[config.mk]
export PLATFORM = sky130hd
export DESIGN_NAME = scaler_v_sched
export DESIGN_NICKNAME = d
export VERILOG_FILES = /design/src/rtl/scaler_v_sched.sv
export SDC_FILE = /design/constraint.sdc
export NUM_CORES = 1
export LEC_CHECK = 0
export ABC_AREA = 1
export CAP_MARGIN = 20
export CORE_AREA = 4 4 130 132
export DETAILED_ROUTE_END_ITERATION = 10
export DIE_AREA = 0 0 134 136
export DONT_BUFFER_PORTS = 1
export PLACE_DENSITY = 0.9
export SLEW_MARGIN = 40
export SYNTH_ARGS = -nofsm -noshare
export SYNTH_HDL_FRONTEND = slang
export SYNTH_SLANG_ARGS = --single-unit
[constraint.sdc]
create_clock -name clk -period 8.6 [get_ports clk]
set_clock_uncertainty 0.1 [all_clocks]
set_input_delay 1.72 -clock clk [delete_from_list [all_inputs] [get_ports clk]]
set_output_delay 1.72 -clock clk [all_outputs]
set_load 0.01 [all_outputs]
[src/rtl/scaler_v_sched.sv]
// scaler_v_sched: line scheduler for the vertical linear scaler.
// Counts the input lines held in the line-buffer ring and steps a fixed-point
// output-line coordinate. When both source lines of the next output line are
// resident, it issues one generate request with the phase and the two ring
// slots. It also drives writer back-pressure, frame completion and overrun.
module scaler_v_sched #(
  parameter int LINE_STEP = 4096,
  parameter int BUF_COUNT = 3,
  parameter int DY_WIDTH  = 10
) (
  input  logic                clk,
  input  logic                rst_n,
  input  logic [15:0]         scale_step,
  input  logic [15:0]         line_in_count,
  input  logic [15:0]         line_out_count,
  input  logic                sof_i,
  input  logic                eol_i,
  output logic                in_ready,
  output logic                gen_start,
  output logic [DY_WIDTH-1:0] gen_dy,
  output logic [1:0]          gen_buf0,
  output logic [1:0]          gen_buf1,
  output logic                gen_first,
  output logic                gen_last,
  input  logic                gen_done,
  output logic                gen_abort,
  output logic                busy,
  output logic                frame_done,
  output logic                overrun
);

  localparam int FRAC  = $clog2(LINE_STEP);
  localparam int ADV_W = 17 - FRAC + 16;
  localparam logic [1:0] KMOD_MAX = 2'(BUF_COUNT - 1);

  typedef enum logic [2:0] {
    S_IDLE    = 3'd0,
    S_WAIT    = 3'd1,
    S_ISSUE   = 3'd2,
    S_BUSY    = 3'd3,
    S_ADVANCE = 3'd4,
    S_DONE    = 3'd5
  } state_t;

  state_t              state_r;
  logic [15:0]         step_r;
  logic [15:0]         lin_cnt_r;
  logic [15:0]         lout_cnt_r;
  logic [15:0]         lines_done_r;
  logic [15:0]         k_r;
  logic [1:0]          kmod_r;
  logic [FRAC-1:0]     frac_r;
  logic [15:0]         out_cnt_r;
  logic [ADV_W-1:0]    adv_rem_r;

  logic                in_ready_r;
  logic                gen_start_r;
  logic [DY_WIDTH-1:0] gen_dy_r;
  logic [1:0]          gen_buf0_r;
  logic [1:0]          gen_buf1_r;
  logic                gen_first_r;
  logic                gen_last_r;
  logic                gen_abort_r;
  logic                busy_r;
  logic                frame_done_r;
  logic                overrun_r;

  logic [16:0]         k_plus1_s;
  logic [16:0]         lin_m1_s;
  logic [16:0]         k1_s;
  logic [16:0]         need_s;
  logic                k_last_s;
  logic [1:0]          kmod_inc_s;
  logic [1:0]          buf1_s;
  logic [16:0]         sum_s;
  logic                eol_acc_s;
  logic                k_inc_s;
  logic [15:0]         ld_nxt_s;
  logic [15:0]         k_nxt_s;
  logic                ready_nxt_s;

  // Source-line selection, ring indices, phase sum and next-cycle occupancy.
  always_comb begin
    k_plus1_s = {1'b0, k_r} + 17'd1;
    lin_m1_s  = {1'b0, lin_cnt_r} - 17'd1;
    if (k_plus1_s < lin_m1_s) begin
      k1_s = k_plus1_s;
    end else begin
      k1_s = lin_m1_s;
    end
    need_s   = k1_s + 17'd1;
    k_last_s = ({1'b0, k_r} == lin_m1_s);
    if (kmod_r == KMOD_MAX) begin
      kmod_inc_s = 2'd0;
    end else begin
      kmod_inc_s = kmod_r + 2'd1;
    end
    // At the bottom edge both taps read the same (last) line.
    if (k1_s == {1'b0, k_r}) begin
      buf1_s = kmod_r;
    end else begin
      buf1_s = kmod_inc_s;
    end
    sum_s     = {{(17-FRAC){1'b0}}, frac_r} + {1'b0, step_r};
    eol_acc_s = eol_i & ~sof_i & (lines_done_r < lin_cnt_r);
    k_inc_s   = ~sof_i & (state_r == S_ADVANCE) &
                (adv_rem_r != {ADV_W{1'b0}}) & ~k_last_s;
    if (sof_i) begin
      ld_nxt_s = 16'd0;
      k_nxt_s  = 16'd0;
    end else begin
      ld_nxt_s = lines_done_r + {15'd0, eol_acc_s};
      k_nxt_s  = k_r + {15'd0, k_inc_s};
    end
    // The writer may run up to BUF_COUNT lines ahead of the top source line.
    ready_nxt_s = ({1'b0, ld_nxt_s} < ({1'b0, k_nxt_s} + 17'(BUF_COUNT)));
  end

  // Scheduler FSM together with all counters and registered outputs.
  always_ff @(posedge clk) begin
    if (!rst_n) begin
      state_r      <= S_IDLE;
      step_r       <= 16'd0;
      lin_cnt_r    <= 16'd0;
      lout_cnt_r   <= 16'd0;
      lines_done_r <= 16'd0;
      k_r          <= 16'd0;
      kmod_r       <= 2'd0;
      frac_r       <= {FRAC{1'b0}};
      out_cnt_r    <= 16'd0;
      adv_rem_r    <= {ADV_W{1'b0}};
      in_ready_r   <= 1'b1;
      gen_start_r  <= 1'b0;
      gen_dy_r     <= {DY_WIDTH{1'b0}};
      gen_buf0_r   <= 2'd0;
      gen_buf1_r   <= 2'd0;
      gen_first_r  <= 1'b0;
      gen_last_r   <= 1'b0;
      gen_abort_r  <= 1'b0;
      busy_r       <= 1'b0;
      frame_done_r <= 1'b0;
      overrun_r    <= 1'b0;
    end else begin
      gen_start_r  <= 1'b0;
      gen_abort_r  <= 1'b0;
      frame_done_r <= 1'b0;
      in_ready_r   <= ready_nxt_s;
      lines_done_r <= ld_nxt_s;
      k_r          <= k_nxt_s;
      if (sof_i) begin
        step_r     <= scale_step;
        lin_cnt_r  <= line_in_count;
        lout_cnt_r <= line_out_count;
        kmod_r     <= 2'd0;
        frac_r     <= {FRAC{1'b0}};
        out_cnt_r  <= 16'd0;
        adv_rem_r  <= {ADV_W{1'b0}};
        overrun_r  <= 1'b0;
        busy_r     <= 1'b1;
        gen_abort_r <= (state_r == S_ISSUE) || (state_r == S_BUSY);
        if (line_out_count == 16'd0) begin
          state_r      <= S_DONE;
          frame_done_r <= 1'b1;
        end else begin
          state_r <= S_WAIT;
        end
      end else begin
        if (eol_i && !in_ready_r) begin
          overrun_r <= 1'b1;
        end
        case (state_r)
          S_IDLE: begin
            busy_r <= 1'b0;
          end
          S_WAIT: begin
            if ({1'b0, lines_done_r} >= need_s) begin
              state_r     <= S_ISSUE;
              gen_start_r <= 1'b1;
              gen_dy_r    <= frac_r[FRAC-1 -: DY_WIDTH];
              gen_buf0_r  <= kmod_r;
              gen_buf1_r  <= buf1_s;
              gen_first_r <= (out_cnt_r == 16'd0);
              gen_last_r  <= ({1'b0, out_cnt_r} == ({1'b0, lout_cnt_r} - 17'd1));
            end
          end
          S_ISSUE: begin
            state_r <= S_BUSY;
          end
          S_BUSY: begin
            if (gen_done) begin
              frac_r    <= sum_s[FRAC-1:0];
              adv_rem_r <= ADV_W'(sum_s >> FRAC);
              out_cnt_r <= out_cnt_r + 16'd1;
              state_r   <= S_ADVANCE;
            end
          end
          S_ADVANCE: begin
            if (adv_rem_r != {ADV_W{1'b0}}) begin
              adv_rem_r <= adv_rem_r - ADV_W'(1);
              if (k_inc_s) begin
                kmod_r <= kmod_inc_s;
              end
            end else if (out_cnt_r == lout_cnt_r) begin
              state_r      <= S_DONE;
              frame_done_r <= 1'b1;
            end else begin
              state_r <= S_WAIT;
            end
          end
          S_DONE: begin
            state_r <= S_IDLE;
            busy_r  <= 1'b0;
          end
          default: begin
            state_r <= S_IDLE;
            busy_r  <= 1'b0;
          end
        endcase
      end
    end
  end

  assign in_ready   = in_ready_r;
  assign gen_start  = gen_start_r;
  assign gen_dy     = gen_dy_r;
  assign gen_buf0   = gen_buf0_r;
  assign gen_buf1   = gen_buf1_r;
  assign gen_first  = gen_first_r;
  assign gen_last   = gen_last_r;
  assign gen_abort  = gen_abort_r;
  assign busy       = busy_r;
  assign frame_done = frame_done_r;
  assign overrun    = overrun_r;

endmodule
==> run_results.csv, run 1 <==
group,metric,value,unit
outcome,outcome,"finished, final reports clean",
timing,rsz0062_at_grt,"no",
global_route,grt_use_met1,44.7,%
timing,timing.final.crit_period,6.68,ns
route,via_per_inst,5.92,
route,wirelength,30200,um
global_route,antenna_found_initial,0,
worst_hold_path,hold_class,"reg -> reg",
yosys,synth-seq-cells,156,
yosys,ys_seq_area_share,28.6,%
timing,max_clock_freq,150,MHz
layout,n_antenna_cell,0,
power_and_ir_drop,powerDensity,151,nW/um^2
timing,hold_violations,0,
job,maxCapViolCount,0,
route,drc,0,
yosys,syn_nets,1760,
route,wl_per_cell,16.5,um
global_route,busiest_layer,"met2",
yosys,synth-async-reset-ratio,0,%
layout,fill_cells,1265,
critical_path,cpPeakStageDelay,0.33,ns
yosys,synth_top_cells_by_count,"311 x nand2_1, 210 x nor2_1, 204 x inv_1",
timing,setup_viol,0,
global_route,track_usage,33.3,%
floorplanning,rows,46,
floorplanning,io_pins,75,
layout,final_cells,1828,
cts,cts-resized-gates,0,
cts,post_cts_buffers,0,
route,drt_first_pass_iters,6,
timing,worst_pin_slew,0.820,ns
place,globalplace.congestion,1.01,
global_route,grt_overflow,0,
power_and_ir_drop,p_leak,5.14,nW
yosys,synth_area,10900,um^2
yosys,synth-edff-count,0,
cts,cts_sinks,156,
critical_path,worstSetupPathType,"reg -> reg",
critical_path,path_common_cell,"nand2_1",
floorplanning,die_h,136,um
critical_path,crit_arrival,6.87,ns
timing,min_period_over_period,77.6,%
yosys,synthFlopType,"dfxtp_1",
critical_path,cp_slowest_cell,"dfxtp_1",
cts,cts_tree,"yes",
cts,cts_buffers,17,
floorplanning,fp.coreArea,15700,um^2
critical_path,start_kind,"flop",
place,placement.io_buffers,0,
cts,cts.path.max_buffers,2,
route,drt-initial-drc-count,1079,
yosys,syn_inst,1620,
timing,tns,0,ns
critical_path,crit_path_end_kind,"flop",
cts,cts_root_buffer,"clkbuf_16",
cts,postCtsHoldBufs,0,
power_and_ir_drop,vdd_drop_max,0.184,mV
critical_path,crit_required,8.79,ns
global_route,grt_max_degree,78,
cts,insertion_delay,0.43,ns
route,drtAntennaViolNets,0,
layout,utilization,74.0,%
yosys,yosys-top-cells-area,"dfxtp_1 29%, nand2_1 11%, ha_1 9.9%",
layout,fin_nets,1740,
place,place_inst,1797,
global_route,grt_first_pass_wirelength,49300,um
timing,slew_viol_final,0,
yosys,yosysMostFrequentCell,"nand2_1",
layout,area_growth_syn_to_layout,6.51,%
cts,h-tree-depth,4,
layout,drive_gt1_share,5.27,%
floorplanning,initial_utilization,69.5,%
cts,path_clk_slew,0.06,ns
yosys,synth_top_area_share,28.6,%
global_route,grt_pass1_vias,9990,
critical_path,path_max_fanout,23,
place,hpwl,22400,um
yosys,synth_warnings,0,
yosys,syn_avg_cell_area,6.74,um^2
yosys,yosysUniqueCellTypes,55,
route,vias,10817,
floorplanning,die_area,18200,um^2
yosys,synth_area_leader_cell,"dfxtp_1",
global_route,use_met3,7.14,%
floorplanning,die_w,134,um
global_route,grt_use_met2,53.8,%
timing,slew_headroom,44.7,%
-- per-layer routing --
| layer | vias to the layer above | routed length, um |
|---|---|---|
| met3 | 77 | 2810 |
| met2 | 542 | 13600 |
| li1 | 5288 | - |
| met5 | - | 0 |
| met4 | 0 | 901 |
| met1 | 4910 | 13000 |
-- area by class of cell --
| type | count | area, um^2 | share of cell area [%] |
|---|---|---|---|
| clock buffer | 19 | 433 | 3.72 |
| timing repair buffer | 3 | 22.5 | 0.194 |
| clock inverter | 12 | 188 | 1.61 |
| multi-input combinational | 1216 | 6820 | 58.7 |
| sequential | 156 | 3120 | 26.8 |
| tap | 216 | 270 | 2.32 |
| inverter | 206 | 773 | 6.65 |
-- logic make-up after synthesis --
group,count (synthesis),share of synthesized area (%)
compound gates,229,11.7
fa+ha+maj,87,10.0
simple gates,808,33.3
buf+inv,248,8.98
flops,156,28.6
xor+xnor,92,7.38
-- layout by cell type, fill, tap and decap left out, types with 6 or more instances in the layout --
cell type / n
nand2_1: 311
nor2_1: 208
inv_1: 204
dfxtp_1: 156
nand3_1: 120
a21oi_1: 96
ha_1: 86
o21ai_0: 82
xor2_1: 74
nor3_1: 54
nand4_1: 27
nor4_1: 23
xnor2_1: 18
clkbuf_16: 17
nand2_2: 14
nor2_2: 12
nand2_4: 9
or2_2: 7
o211ai_1: 6
-- report_power, final --
| group | internal (W) | total, W | switching [W] | leakage [nW] |
|---|---|---|---|---|
| Combinational | 0.0000630 | 0.000191 | 0.000128 | 3.57 |
| Clock | 0.000489 | 0.000806 | 0.000317 | 0.300 |
| Sequential | 0.000739 | 0.000757 | 0.0000173 | 1.27 |
| Total | 0.00129 | 0.00175 | 0.000463 | 5.14 |
-- path summary, 6_finish.rpt --
check | start | endpoint | slack [ns] | depth (start not counted)
setup / recovery | lin_cnt_r[0]$_SDFFE_PN0P_ | gen_dy[1]$_SDFFE_PN0P_ | 1.92 | 43
hold / removal | step_r[6]$_SDFFE_PN0P_ | step_r[6]$_SDFFE_PN0P_ | 0.35 | 2
setup reg to reg | lin_cnt_r[0]$_SDFFE_PN0P_ | gen_dy[1]$_SDFFE_PN0P_ | 1.92 | 43
hold reg to reg | step_r[6]$_SDFFE_PN0P_ | step_r[6]$_SDFFE_PN0P_ | 0.35 | 2
-- worst max-delay path: cells and delay by family (launching register included) --
kind	cells	cell delay (ns)
AO/OA/AOI/OAI	5	0.58
flip-flops	1	0.33
XOR/XNOR	2	0.42
AND/OR/NAND/NOR	27	3.63
adder cells (fa/ha/maj)	4	0.98
buffers and inverters	5	0.47
-- flip-flops by register name, summed over array words and instances, names as in the netlist, 12 cells and up --
name	flops
lout_cnt_r	16
lin_cnt_r	16
frac_r	12
step_r	16
out_cnt_r	16
adv_rem_r	21
k_r	16
lines_done_r	16
-- through the flow --
stage | area [um^2] | hold WS (ns) | power [W] | setup WS (ns)
finish | 11600 | 0.354 | 0.00175 | 1.92
global route | 11600 | 0.375 | 0.00181 | 1.34
CTS | 11600 | 0.356 | 0.00175 | 2.10
floorplan | 10900 | 0.325 | 0.000920 | 3.36
global placement | 11000 | 0.341 | 0.000949 | 2.34
detailed placement | 11000 | 0.340 | 0.000955 | 2.18
No activity file was read; power rests on OpenSTA's default activity.
==> run 2: changes to the inputs <==
Settings changed: CORE_AREA 4 4 130 132 to 4 4 135 137, DIE_AREA 0 0 134 136 to 0 0 139 141, PLACE_DENSITY 0.9 to 0.84.
Clock period 8.6 ns to 6.23 ns, I/O delays scaled along.
==> run_results.csv, run 2 (synthesis gave the netlist of run 1 again) <==
group,metric,value,unit
global_route,track_usage,30.5,%
critical_path,crit_start,"k_r[3]$_SDFF_PN0_",
critical_path,crit_required,6.50,ns
power_and_ir_drop,swShare,30.3,%
cts,insertion_delay,0.45,ns
cts,cts_root_buffer,"clkbuf_16",
place,globalplace.congestion,0.994,
critical_path,start_kind,"flop",
power_and_ir_drop,p_leak,5.19,nW
cts,path_clk_slew,0.07,ns
timing,max_clock_freq,172,MHz
critical_path,worstSetupPathType,"reg -> reg",
cts,postCtsHoldBufs,0,
power_and_ir_drop,pwr-share-comb,11.6,%
critical_path,regToRegStartpoint,"k_r[3]$_SDFF_PN0_",
layout,regMostFlops,"adv_rem_r",
floorplanning,fp.coreArea,17100,um^2
layout,area_growth_syn_to_layout,8.52,%
layout,final_cell_mix,"310 x nand2_1, 204 x inv_1, 203 x nor2_1",
global_route,grt_first_pass_wirelength,49100,um
power_and_ir_drop,powerDensity,200,nW/um^2
floorplanning,die_h,141,um
power_and_ir_drop,p_clk_share,44.3,%
place,placed_cell_area,11100,um^2
timing,min_period_over_period,93.5,%
place,hpwl,22900,um
global_route,grt_pass1_vias,10013,
layout,finalInstanceArea,11900,um^2
layout,n_antenna_cell,0,
floorplanning,initial_utilization,64.0,%
place,placement.io_buffers,0,
floorplanning,die_w,139,um
critical_path,reg2reg_slack,0.41,ns
layout,mostFrequentLayoutCell,"nand2_1",
cts,cts.path.max_buffers,2,
outcome,outcome,"finished, final reports clean",
critical_path,cp_slowest_cell,"dfxtp_1",
cts,h-tree-depth,4,
timing,hold_violations,0,
critical_path,path_common_cell,"nand2_1",
power_and_ir_drop,power.share.sequential,44.1,%
floorplanning,rows,48,
timing,worst_pin_slew,0.786,ns
cts,cts_tree,"yes",
layout,largest_reg_flops,21,
job,maxCapViolCount,0,
worst_hold_path,hold_class,"reg -> reg",
route,drc,0,
critical_path,reg2reg_depth,37,
critical_path,crit_path_end_kind,"flop",
floorplanning,die_area,19600,um^2
critical_path,crit_arrival,6.09,ns
cts,cts_sinks,156,
critical_path,path_max_fanout,12,
floorplanning,io_pins,75,
critical_path,setup.worst_path.end,"gen_dy[7]$_SDFFE_PN0P_",
layout,drive_gt1_share,7.45,%
route,vias,10843,
route,wl_per_cell,16.6,um
power_and_ir_drop,vdd_drop_max,0.198,mV
timing,slew_headroom,47.1,%
layout,fin_nets,1751,
timing,setup_viol,0,
global_route,antenna_found_initial,0,
timing,slew_viol_final,0,
cts,cts_buffers,17,
timing,timing.final.crit_period,5.82,ns
place,place_inst,1815,
layout,final_cells,1849,
global_route,grt_max_degree,78,
route,drtAntennaViolNets,0,
route,via_per_inst,5.86,
route,drt-initial-drc-count,1081,
layout,utilization,69.5,%
route,wirelength,30800,um
critical_path,cpPeakStageDelay,0.60,ns
power_and_ir_drop,internal-power,0.00165,W
timing,whs,0.358,ns
route,drt_first_pass_iters,6,
critical_path,r2r-end,"gen_dy[7]$_SDFFE_PN0P_",
power_and_ir_drop,p_sw,0.000716,W
global_route,grt_overflow,0,
run 2: cell types whose count changed in the layout (fill, tap and decap cells not counted), moves of 4 or more:
cell       change
clkinv_8       +6
buf_4         +10
nor3_2         +6
bufinv_16      -4
nor3_1         -6
nor2_1         -5
run 2: worst max-delay path: cells and delay by family, from the launching register on:
family,cells,cell delay (ns)
AND/OR/NAND/NOR,22,2.43
adder cells (fa/ha/maj),3,0.85
AO/OA/AOI/OAI,5,0.77
flip-flops,1,0.60
XOR/XNOR,2,0.50
buffers and inverters,5,0.49
run 2: cell type report:
| type | instances | area, um^2 |
|---|---|---|
| Tap cell | 225 | 282 |
| Clock buffer | 17 | 425 |
| Multi-Input combinational cell | 1216 | 6960 |
| Sequential cell | 156 | 3120 |
| Fill cell | 1423 | 5200 |
| Clock inverter | 15 | 176 |
| Timing Repair Buffer | 14 | 109 |
| Inverter | 206 | 773 |
run 2: worst min-delay path by stage:
stage,start,to,slack (ns),cells past startpoint
global route,step_r[3]$_SDFFE_PN0P_,step_r[3]$_SDFFE_PN0P_,0.38,2
detailed placement,step_r[10]$_SDFFE_PN0P_,step_r[10]$_SDFFE_PN0P_,0.35,2
global placement,step_r[10]$_SDFFE_PN0P_,step_r[10]$_SDFFE_PN0P_,0.34,2
floorplan,step_r[0]$_SDFFE_PN0P_,step_r[0]$_SDFFE_PN0P_,0.33,2
CTS,step_r[6]$_SDFFE_PN0P_,step_r[6]$_SDFFE_PN0P_,0.36,2
finish,step_r[0]$_SDFFE_PN0P_,step_r[0]$_SDFFE_PN0P_,0.36,2
run 2: metal layers:
metal / vias to the layer above / wire length (um) / track usage (%)
met5: - / 0 / 0
met4: 0 / 800 / 9.47
met3: 82 / 2690 / 5.87
met2: 471 / 13900 / 49.5
met1: 4972 / 13400 / 41.3
li1: 5318 / - / -
run 2: power by group through the flow:
stage | logic [W] | registers, W | clock network, W
floorplan | 0.000210 | 0.00106 | 0
CTS | 0.000261 | 0.00104 | 0.00105
finish | 0.000274 | 0.00104 | 0.00105
global route | 0.000306 | 0.00105 | 0.00110
global placement | 0.000250 | 0.00106 | 0
detailed placement | 0.000257 | 0.00106 | 0
run 2: repair_timing:
action,CTS,global route
gates resized for setup,0,30
setup buffers,0,2
hold endpoints to repair,0,0
endpoints found under the setup margin,0,21
run 2: metrics by stage:
| stage | setup slack [ns] | total power, W | TNS [ns] |
|---|---|---|---|
| 2_1_floorplan | 1.05 | 0.00127 | 0 |
| 4_1_cts | 0.112 | 0.00235 | 0 |
| 3_5_place_dp | 0.228 | 0.00132 | 0 |
| 3_3_place_gp | 0.442 | 0.00132 | 0 |
| 6_report | 0.407 | 0.00237 | 0 |
| 5_1_grt | -0.123 | 0.00245 | -0.375 |
